**src/rtl/cpu_pkg.sv**
```systemverilog
// Shared constants for the 16-bit CPU: opcodes, phase encodings and
// control-word bit positions used by the cycle decoder.
package cpu_pkg;

  localparam logic [3:0] OP_NOP = 4'h0;
  localparam logic [3:0] OP_LDA = 4'h1;
  localparam logic [3:0] OP_STA = 4'h2;
  localparam logic [3:0] OP_ADD = 4'h3;
  localparam logic [3:0] OP_SUB = 4'h4;
  localparam logic [3:0] OP_JMP = 4'h5;
  localparam logic [3:0] OP_HLT = 4'hF;

  localparam logic [1:0] PH_T0 = 2'b00;
  localparam logic [1:0] PH_T1 = 2'b01;
  localparam logic [1:0] PH_T2 = 2'b10;
  localparam logic [1:0] PH_T3 = 2'b11;

  localparam int CW_MAR_PC   = 0;
  localparam int CW_MAR_IR   = 1;
  localparam int CW_MEM_RD   = 2;
  localparam int CW_MEM_WR   = 3;
  localparam int CW_IR_LOAD  = 4;
  localparam int CW_PC_INC   = 5;
  localparam int CW_PC_LOAD  = 6;
  localparam int CW_ACC_LOAD = 7;
  localparam int CW_ALU_EN   = 8;
  localparam int CW_ALU_SUB  = 9;
  localparam int CW_W        = 10;

endpackage

```
**src/rtl/cycle_op_decode.sv**
```systemverilog
// Combinational (phase, opcode) -> control word. The caller supplies the
// latched opcode during T3 so execute strobes never follow a changing IR.
module cycle_op_decode
  import cpu_pkg::*;
#(
  parameter int OP_W = 4
) (
  input  logic [1:0]      phase,
  input  logic [OP_W-1:0] op,
  output logic [CW_W-1:0] cw
);

  always_comb begin
    cw = '0;
    case (phase)
      PH_T0: begin
        cw[CW_MAR_PC] = 1'b1;
        cw[CW_MEM_RD] = 1'b1;
      end
      PH_T1: begin
        cw[CW_IR_LOAD] = 1'b1;
        cw[CW_PC_INC]  = 1'b1;
      end
      PH_T2: begin
        case (op)
          OP_W'(OP_LDA), OP_W'(OP_STA), OP_W'(OP_ADD), OP_W'(OP_SUB):
            cw[CW_MAR_IR] = 1'b1;
          OP_W'(OP_JMP):
            cw[CW_PC_LOAD] = 1'b1;
          default: ;
        endcase
      end
      default: begin
        case (op)
          OP_W'(OP_LDA): begin
            cw[CW_MEM_RD]   = 1'b1;
            cw[CW_ACC_LOAD] = 1'b1;
          end
          OP_W'(OP_ADD): begin
            cw[CW_MEM_RD]   = 1'b1;
            cw[CW_ACC_LOAD] = 1'b1;
            cw[CW_ALU_EN]   = 1'b1;
          end
          OP_W'(OP_SUB): begin
            cw[CW_MEM_RD]   = 1'b1;
            cw[CW_ACC_LOAD] = 1'b1;
            cw[CW_ALU_EN]   = 1'b1;
            cw[CW_ALU_SUB]  = 1'b1;
          end
          OP_W'(OP_STA):
            cw[CW_MEM_WR] = 1'b1;
          default: ;
        endcase
      end
    endcase
  end

endmodule

```
**src/rtl/cycle_decoder.sv**
```systemverilog
// Instruction-cycle control decoder with phase-sequence checking.
// Optional undefined-opcode trap: define CYCLE_DECODER_ILLEGAL_TRAP_EN.
module cycle_decoder
  import cpu_pkg::*;
#(
  parameter int OP_W = 4
) (
  input  logic            clk,
  input  logic            clear,
  input  logic [1:0]      state,
  input  logic [OP_W-1:0] opcode,
  output logic [3:0]      tphase,
  output logic            mar_from_pc,
  output logic            mar_from_ir,
  output logic            mem_rd,
  output logic            mem_wr,
  output logic            ir_load,
  output logic            pc_inc,
  output logic            pc_load,
  output logic            acc_load,
  output logic            alu_en,
  output logic            alu_sub,
  output logic            halted,
  output logic            seq_err,
  output logic            illegal
);

  logic [1:0]      exp_reg;
  logic [OP_W-1:0] op_q_reg;
  logic            halted_reg;
  logic            seq_err_reg;
  logic [3:0]      tphase_reg;
  logic [3:0]      tphase_next;
  logic [CW_W-1:0] cw_reg;
  logic [CW_W-1:0] cw_next;
  logic [OP_W-1:0] dec_op;
  logic            hlt_now;
  logic            trap_now;
  logic            halted_next;
  logic            seq_err_next;

  genvar gi;
  generate
    for (gi = 0; gi < 4; gi++) begin : g_tphase
      assign tphase_next[gi] = (state == 2'(gi));
    end
  endgenerate

  // Execute phase decodes the opcode captured at T2, not the live IR.
  assign dec_op = (state == PH_T3) ? op_q_reg : opcode;

  cycle_op_decode #(.OP_W(OP_W)) u_dec (
    .phase (state),
    .op    (dec_op),
    .cw    (cw_next)
  );

  assign hlt_now      = (state == PH_T2) && (opcode == OP_W'(OP_HLT));
  assign halted_next  = halted_reg | hlt_now | trap_now;
  assign seq_err_next = seq_err_reg | (state != exp_reg);

`ifdef CYCLE_DECODER_ILLEGAL_TRAP_EN
  logic illegal_reg;

  assign trap_now = (state == PH_T2) &&
                    !(opcode inside {OP_W'(OP_NOP), OP_W'(OP_LDA), OP_W'(OP_STA),
                                     OP_W'(OP_ADD), OP_W'(OP_SUB), OP_W'(OP_JMP),
                                     OP_W'(OP_HLT)});

  always_ff @(posedge clk) begin
    if (clear) illegal_reg <= 1'b0;
    else       illegal_reg <= illegal_reg | trap_now;
  end

  assign illegal = illegal_reg;
`else
  assign trap_now = 1'b0;
  assign illegal  = 1'b0;
`endif

  always_ff @(posedge clk) begin
    if (clear) begin
      exp_reg     <= PH_T0;
      op_q_reg    <= '0;
      halted_reg  <= 1'b0;
      seq_err_reg <= 1'b0;
      tphase_reg  <= '0;
      cw_reg      <= '0;
    end else begin
      exp_reg     <= exp_reg + 2'd1;
      halted_reg  <= halted_next;
      seq_err_reg <= seq_err_next;
      if (state == PH_T2) op_q_reg <= opcode;
      // The flag and the silenced outputs appear in the same cycle.
      if (halted_next || seq_err_next) begin
        tphase_reg <= '0;
        cw_reg     <= '0;
      end else begin
        tphase_reg <= tphase_next;
        cw_reg     <= cw_next;
      end
    end
  end

  assign tphase      = tphase_reg;
  assign mar_from_pc = cw_reg[CW_MAR_PC];
  assign mar_from_ir = cw_reg[CW_MAR_IR];
  assign mem_rd      = cw_reg[CW_MEM_RD];
  assign mem_wr      = cw_reg[CW_MEM_WR];
  assign ir_load     = cw_reg[CW_IR_LOAD];
  assign pc_inc      = cw_reg[CW_PC_INC];
  assign pc_load     = cw_reg[CW_PC_LOAD];
  assign acc_load    = cw_reg[CW_ACC_LOAD];
  assign alu_en      = cw_reg[CW_ALU_EN];
  assign alu_sub     = cw_reg[CW_ALU_SUB];
  assign halted      = halted_reg;
  assign seq_err     = seq_err_reg;

endmodule

```
**config.mk**
```make
export PLATFORM = sky130hd
export DESIGN_NAME = cycle_decoder
export DESIGN_NICKNAME = d
export VERILOG_FILES = /design/src/rtl/cpu_pkg.sv /design/src/rtl/cycle_op_decode.sv /design/src/rtl/cycle_decoder.sv
export SDC_FILE = /design/constraint.sdc
export NUM_CORES = 1
export LEC_CHECK = 0
export ABC_AREA = 1
export BUFFER_PORTS_ARGS = -buffer_cell sky130_fd_sc_hd__buf_2
export CORE_MARGIN = 5
export CORE_UTILIZATION = 35
export DETAILED_ROUTE_END_ITERATION = 12
export PLACE_DENSITY_LB_ADDON = 0.08
export SYNTH_ARGS = -nofsm -noshare
export SYNTH_HDL_FRONTEND = slang
export SYNTH_SLANG_ARGS = --single-unit
```
**constraint.sdc**
```tcl
create_clock -name clk -period 1.9 [get_ports clk]
set_input_delay 0.38 -clock clk [delete_from_list [all_inputs] [get_ports clk]]
set_output_delay 0.38 -clock clk [all_outputs]
set_load 0.05 [all_outputs]
```
Word-level counts from Yosys, hierarchy flattened
Index checks and enable logic that the tools add are counted.

storage, ports and cells
  output and inout bits = 17
  register bits after elaboration = 22
  word-level logic and storage cells = 42

cells by class
  eq/ne operators = 10
  bitwise logic cells = 3
  muxes and demuxes = 10
  reduce and logical (&&, ||, !) cells = 10
  add/subtract/negate cells = 1

operator list
  operator               count
  $eq A4 B2 Y1 const B   2
  $eq A4 B3 Y1 const B   2
  $mux W1                7
  $reduce_or A2 Y1       3
  $reduce_or A3 Y1       2
  $reduce_or A5 Y1       1
  $eq A2 B2 Y1 const B   2
  $eq A4 B1 Y1 const B   1
  $eq A4 B4 Y1 const B   1
  $mux W4                1
  $reduce_or A4 Y1       1
  $add A2 B1 Y2 const B  1
  $eq A2 B1 Y1 const B   1
  $logic_not A2 Y1       1
  $mux W2                1
  $ne A2 B2 Y1           1
  $or A1 B1 Y1           2
  $pmux W1 S2            1
  $logic_and A1 B1 Y1    1
  $logic_or A1 B1 Y1     1
  $not A1 Y1             1

Logic depth before layout (Yosys ltp)
  word-level depth = 6
  gate-level depth with buffers = 9
  mapped depth without buffers = 9

By module
From an unflattened synthesis, not the netlist that was laid out.

second synthesis, totals
  cells, all modules = 124
  area total of the unflattened synthesis = 999.7 µm²

modules (own cells, without submodules)
  module           times used  area an instance (µm²)  cells each  seq. area each (µm²)
  cycle_decoder    1           870.8                   94          440.4
  cycle_op_decode  1           128.9                   30          0.0

Worst setup path after synthesis
OpenSTA, ideal clock, no wires.

  kind = reg2out
  start point = register tphase[1] (netlist name)
  end point = output port pc_inc
  buffers on the path = 1
  setup slack = 606 ps
  stages on the path, launching flop included = 2
  arrival = 914 ps
  path through = dfxtp_1 buf_4

RTL lines
  item              line                 text
  end: declaration  cycle_decoder.sv:18  output logic pc_inc,

Worst setup path after layout
  start point = input port state[0]
  end point = register cw_reg[8]

between the ends
  longest elaborated chain between the ends = 5
  elaborated cells on any way between the ends = 15
  those cells by class = eq/ne (6); mux (2); bitwise (2); reduce/logical (5)

RTL lines
  item                                 line                  text
  start: declaration                   cycle_decoder.sv:10   input logic [1:0] state,
  $eq A2 B2 Y1 *                       n/a
  net tphase_next[2]                   cycle_decoder.sv:33   logic [3:0] tphase_next;
  $logic_and A1 B1 Y1                  cycle_decoder.sv:58   assign hlt_now = (state == PH_T2) && (opcode == OP_W'(OP_HLT));
  $or A1 B1 Y1                         cycle_decoder.sv:59   assign halted_next = halted_reg | hlt_now | trap_now;
  $logic_or A1 B1 Y1                   cycle_decoder.sv:95   if (halted_next || seq_err_next) begin
  $reduce_or A5 Y1 (no source line) *  n/a
  end signal: assignment               cycle_decoder.sv:100  cw_reg <= cw_next;
  end: declaration                     cycle_decoder.sv:34   logic [CW_W-1:0] cw_reg;

Mark *: on every way through the listed nets, which the timed path passes. The rest lies on a longest branch.
A chain may end at the register's enable or synchronous reset.

==> out/metrics.yaml <==
status: "complete, no violations"
antenna_cells: 0
fin_util: 0.421
grt_usage: 0.101
drive_gt1_frac: 0.302
top_layer: "met4"
post_cts_buffers: 0
antenna_found_initial: 0
cap_violations: 0
dieWidth_um: 60.7
timing_worst_setup_path_type: "input pin to flip-flop"
layout_min_cycle_time_ns: 1.30
route.detailed.drc: 0
slew_violations: 0
start_kind: "input pin"
leakage_nw: 0.531
synthCells: 117
syn-mean-instance-area_um2: 7.68
wl_per_cell_um: 10.1
cts_root_buffer: "clkbuf_4"
synth_area_um2: 898
totalWireLength_um: 1700
grt_pass1_wl_um: 2760
crit_fanout: 6
clock.fmax_mhz: 768
crit_path_top_delay_cell: "ha_1"
wl_met3_um: 140
dr.pass1.iters: 5
hold_buffers: 0
rows: 18
place.gp.congestion: 0.743
clk_pin_slew_ns: 0.11
layout_common_cells: "23 x buf_2, 20 x nor2_1, 19 x dfxtp_1"
period_share: 0.686
crit_family: "simple AND/OR/NAND/NOR gates"
route.vias.total: 733
port_buffers: 23
drt_iter0_drc: 20
core-area_um2: 2480
cp.arrival_ns: 1.54
clkLatencyLatePin_ns: 0.30
path_cells: "buf_2 > inv_1 > ha_1 > nand2_1 > o21bai_1 > nor2_1 > nand3_2 > nor2_1"
post_cts_resized: 0
finClkSkew_ns: 0.00482
syn_nets: 130
rsz0062_at_grt: "no"
irDropWorstVdd_mv: 0.313
die_height_um: 60.7
hold_class: "input pin to flip-flop"
clock-sinks: 19
nets: 153
cpMostUsedCell: "nor2_1"
grt-ovfl-total: 0
viasPerCell: 4.34
clk_path_buf_depth: 2
ant_nets: 0
hold_viol: 0
final_common_cell: "buf_2"
crit_buf_inv: 2
hpwl_um: 1410
met1_length_um: 772
ys_ff_latch: 19
max_stage_delay_ns: 0.28
htreeDepth: 1
grt_pass1_vias: 679
wl_met2_um: 774
tns_ns: 0
boundaryPins: 25
initial_core_util: 0.363
ys_seq_area_frac: 0.423
yosys_warnings: 0
largest_reg_flops: 7
finalNonFillerCells: 169
grt_max_degree: 11
design.die.area_um2: 3680
cts_made_buffers: 3
area_delta_synth_final_pct: 16.2
synth_cell_types: 25
dpl.cell_count: 165
setup_viol: 0
cts_tree: "built"
power_density_nw_per_um2: 736
cp-end-kind: "flip-flop"
critPathRequiredTime_ns: 2.14
## final timing paths
path	slack (ns)	end	cells past startpoint	from
max	0.60	cw_reg[8]	8	state[0]
min	0.35	op_q_reg[1]	3	opcode[1]
max reg2reg	0.69	cw_reg[6]	6	exp_reg[0]
min reg2reg	0.49	exp_reg[0]	1	exp_reg[0]
## per-stage QoR
stage	total power (W)	hold WS, ns	setup WS, ns	instance area, um2
2_1_floorplan	0.000542	0.437	0.606	898
3_3_place_gp	0.000572	0.456	0.221	1020
3_5_place_dp	0.000572	0.470	0.270	1020
4_1_cts	0.000780	0.340	0.594	1040
5_1_grt	0.000809	0.344	0.487	1040
6_report	0.000768	0.347	0.598	1040
## where the power goes
group | internal [W] | total [W] | switching (W)
logic | 0.0000432 | 0.000141 | 0.0000982
clock network | 0.0000817 | 0.000206 | 0.000125
registers | 0.000413 | 0.000420 | 0.00000792
total | 0.000537 | 0.000768 | 0.000231
## metal layers
metal  GRT usage  vias to the layer above
met1       0.128                      323
li1            -                      391
met4      0.0650                        0
met3      0.0191                        2
met2       0.156                       17
met5           0                        -
## synth_stat cells
cell type | count | area (um2)
o21ai_0 | 3 | 15.0
clkinv_1 | 1 | 3.75
inv_1 | 14 | 52.6
inv_2 | 2 | 7.51
a21oi_1 | 3 | 15.0
nor3_1 | 2 | 10.0
nand2_4 | 1 | 11.3
nor2_2 | 3 | 18.8
nand3_2 | 1 | 10.0
dfxtp_1 | 19 | 380
nor2_4 | 2 | 22.5
nand3_1 | 4 | 20.0
nand3b_1 | 1 | 7.51
clkbuf_1 | 1 | 3.75
nor2_1 | 20 | 75.1
o21bai_1 | 1 | 7.51
nand4_1 | 1 | 6.26
conb_1 | 1 | 3.75
and3_1 | 1 | 6.26
buf_4 | 4 | 30.0
xor2_1 | 1 | 8.76
xnor2_1 | 1 | 8.76
nand2_2 | 7 | 43.8
nand2_1 | 18 | 67.6
ha_1 | 5 | 62.6
## worst register-to-register path, delay by kind of cell (launching register included)
| family | cells | cell delay [ns] |
|---|---|---|
| and+or+nand+nor | 5 | 0.69 |
| buffers and inverters | 1 | 0.06 |
| DFF | 1 | 0.41 |
## final cells by class
cell class / instances / area [um2]
multi-input cells: 76 / 420
flip-flops and latches: 19 / 380
inverters: 17 / 63.8
repair buffers: 23 / 115
fillers: 280 / 1430
clock buffers: 4 / 26.3
well taps: 30 / 37.5
## logic make-up after synthesis
family                     count (synthesis)  share of synthesized area
AOI/OAI and AO/OA                          7                     0.0418
xor gates and xnor gates                   2                     0.0195
and+or+nand+nor                           61                      0.333
other                                      1                    0.00417
DFF                                       19                      0.423
buffers and inverters                     22                      0.109
adders and majority gates                  5                     0.0696
Note: power is estimated with default switching activity, not from simulation.
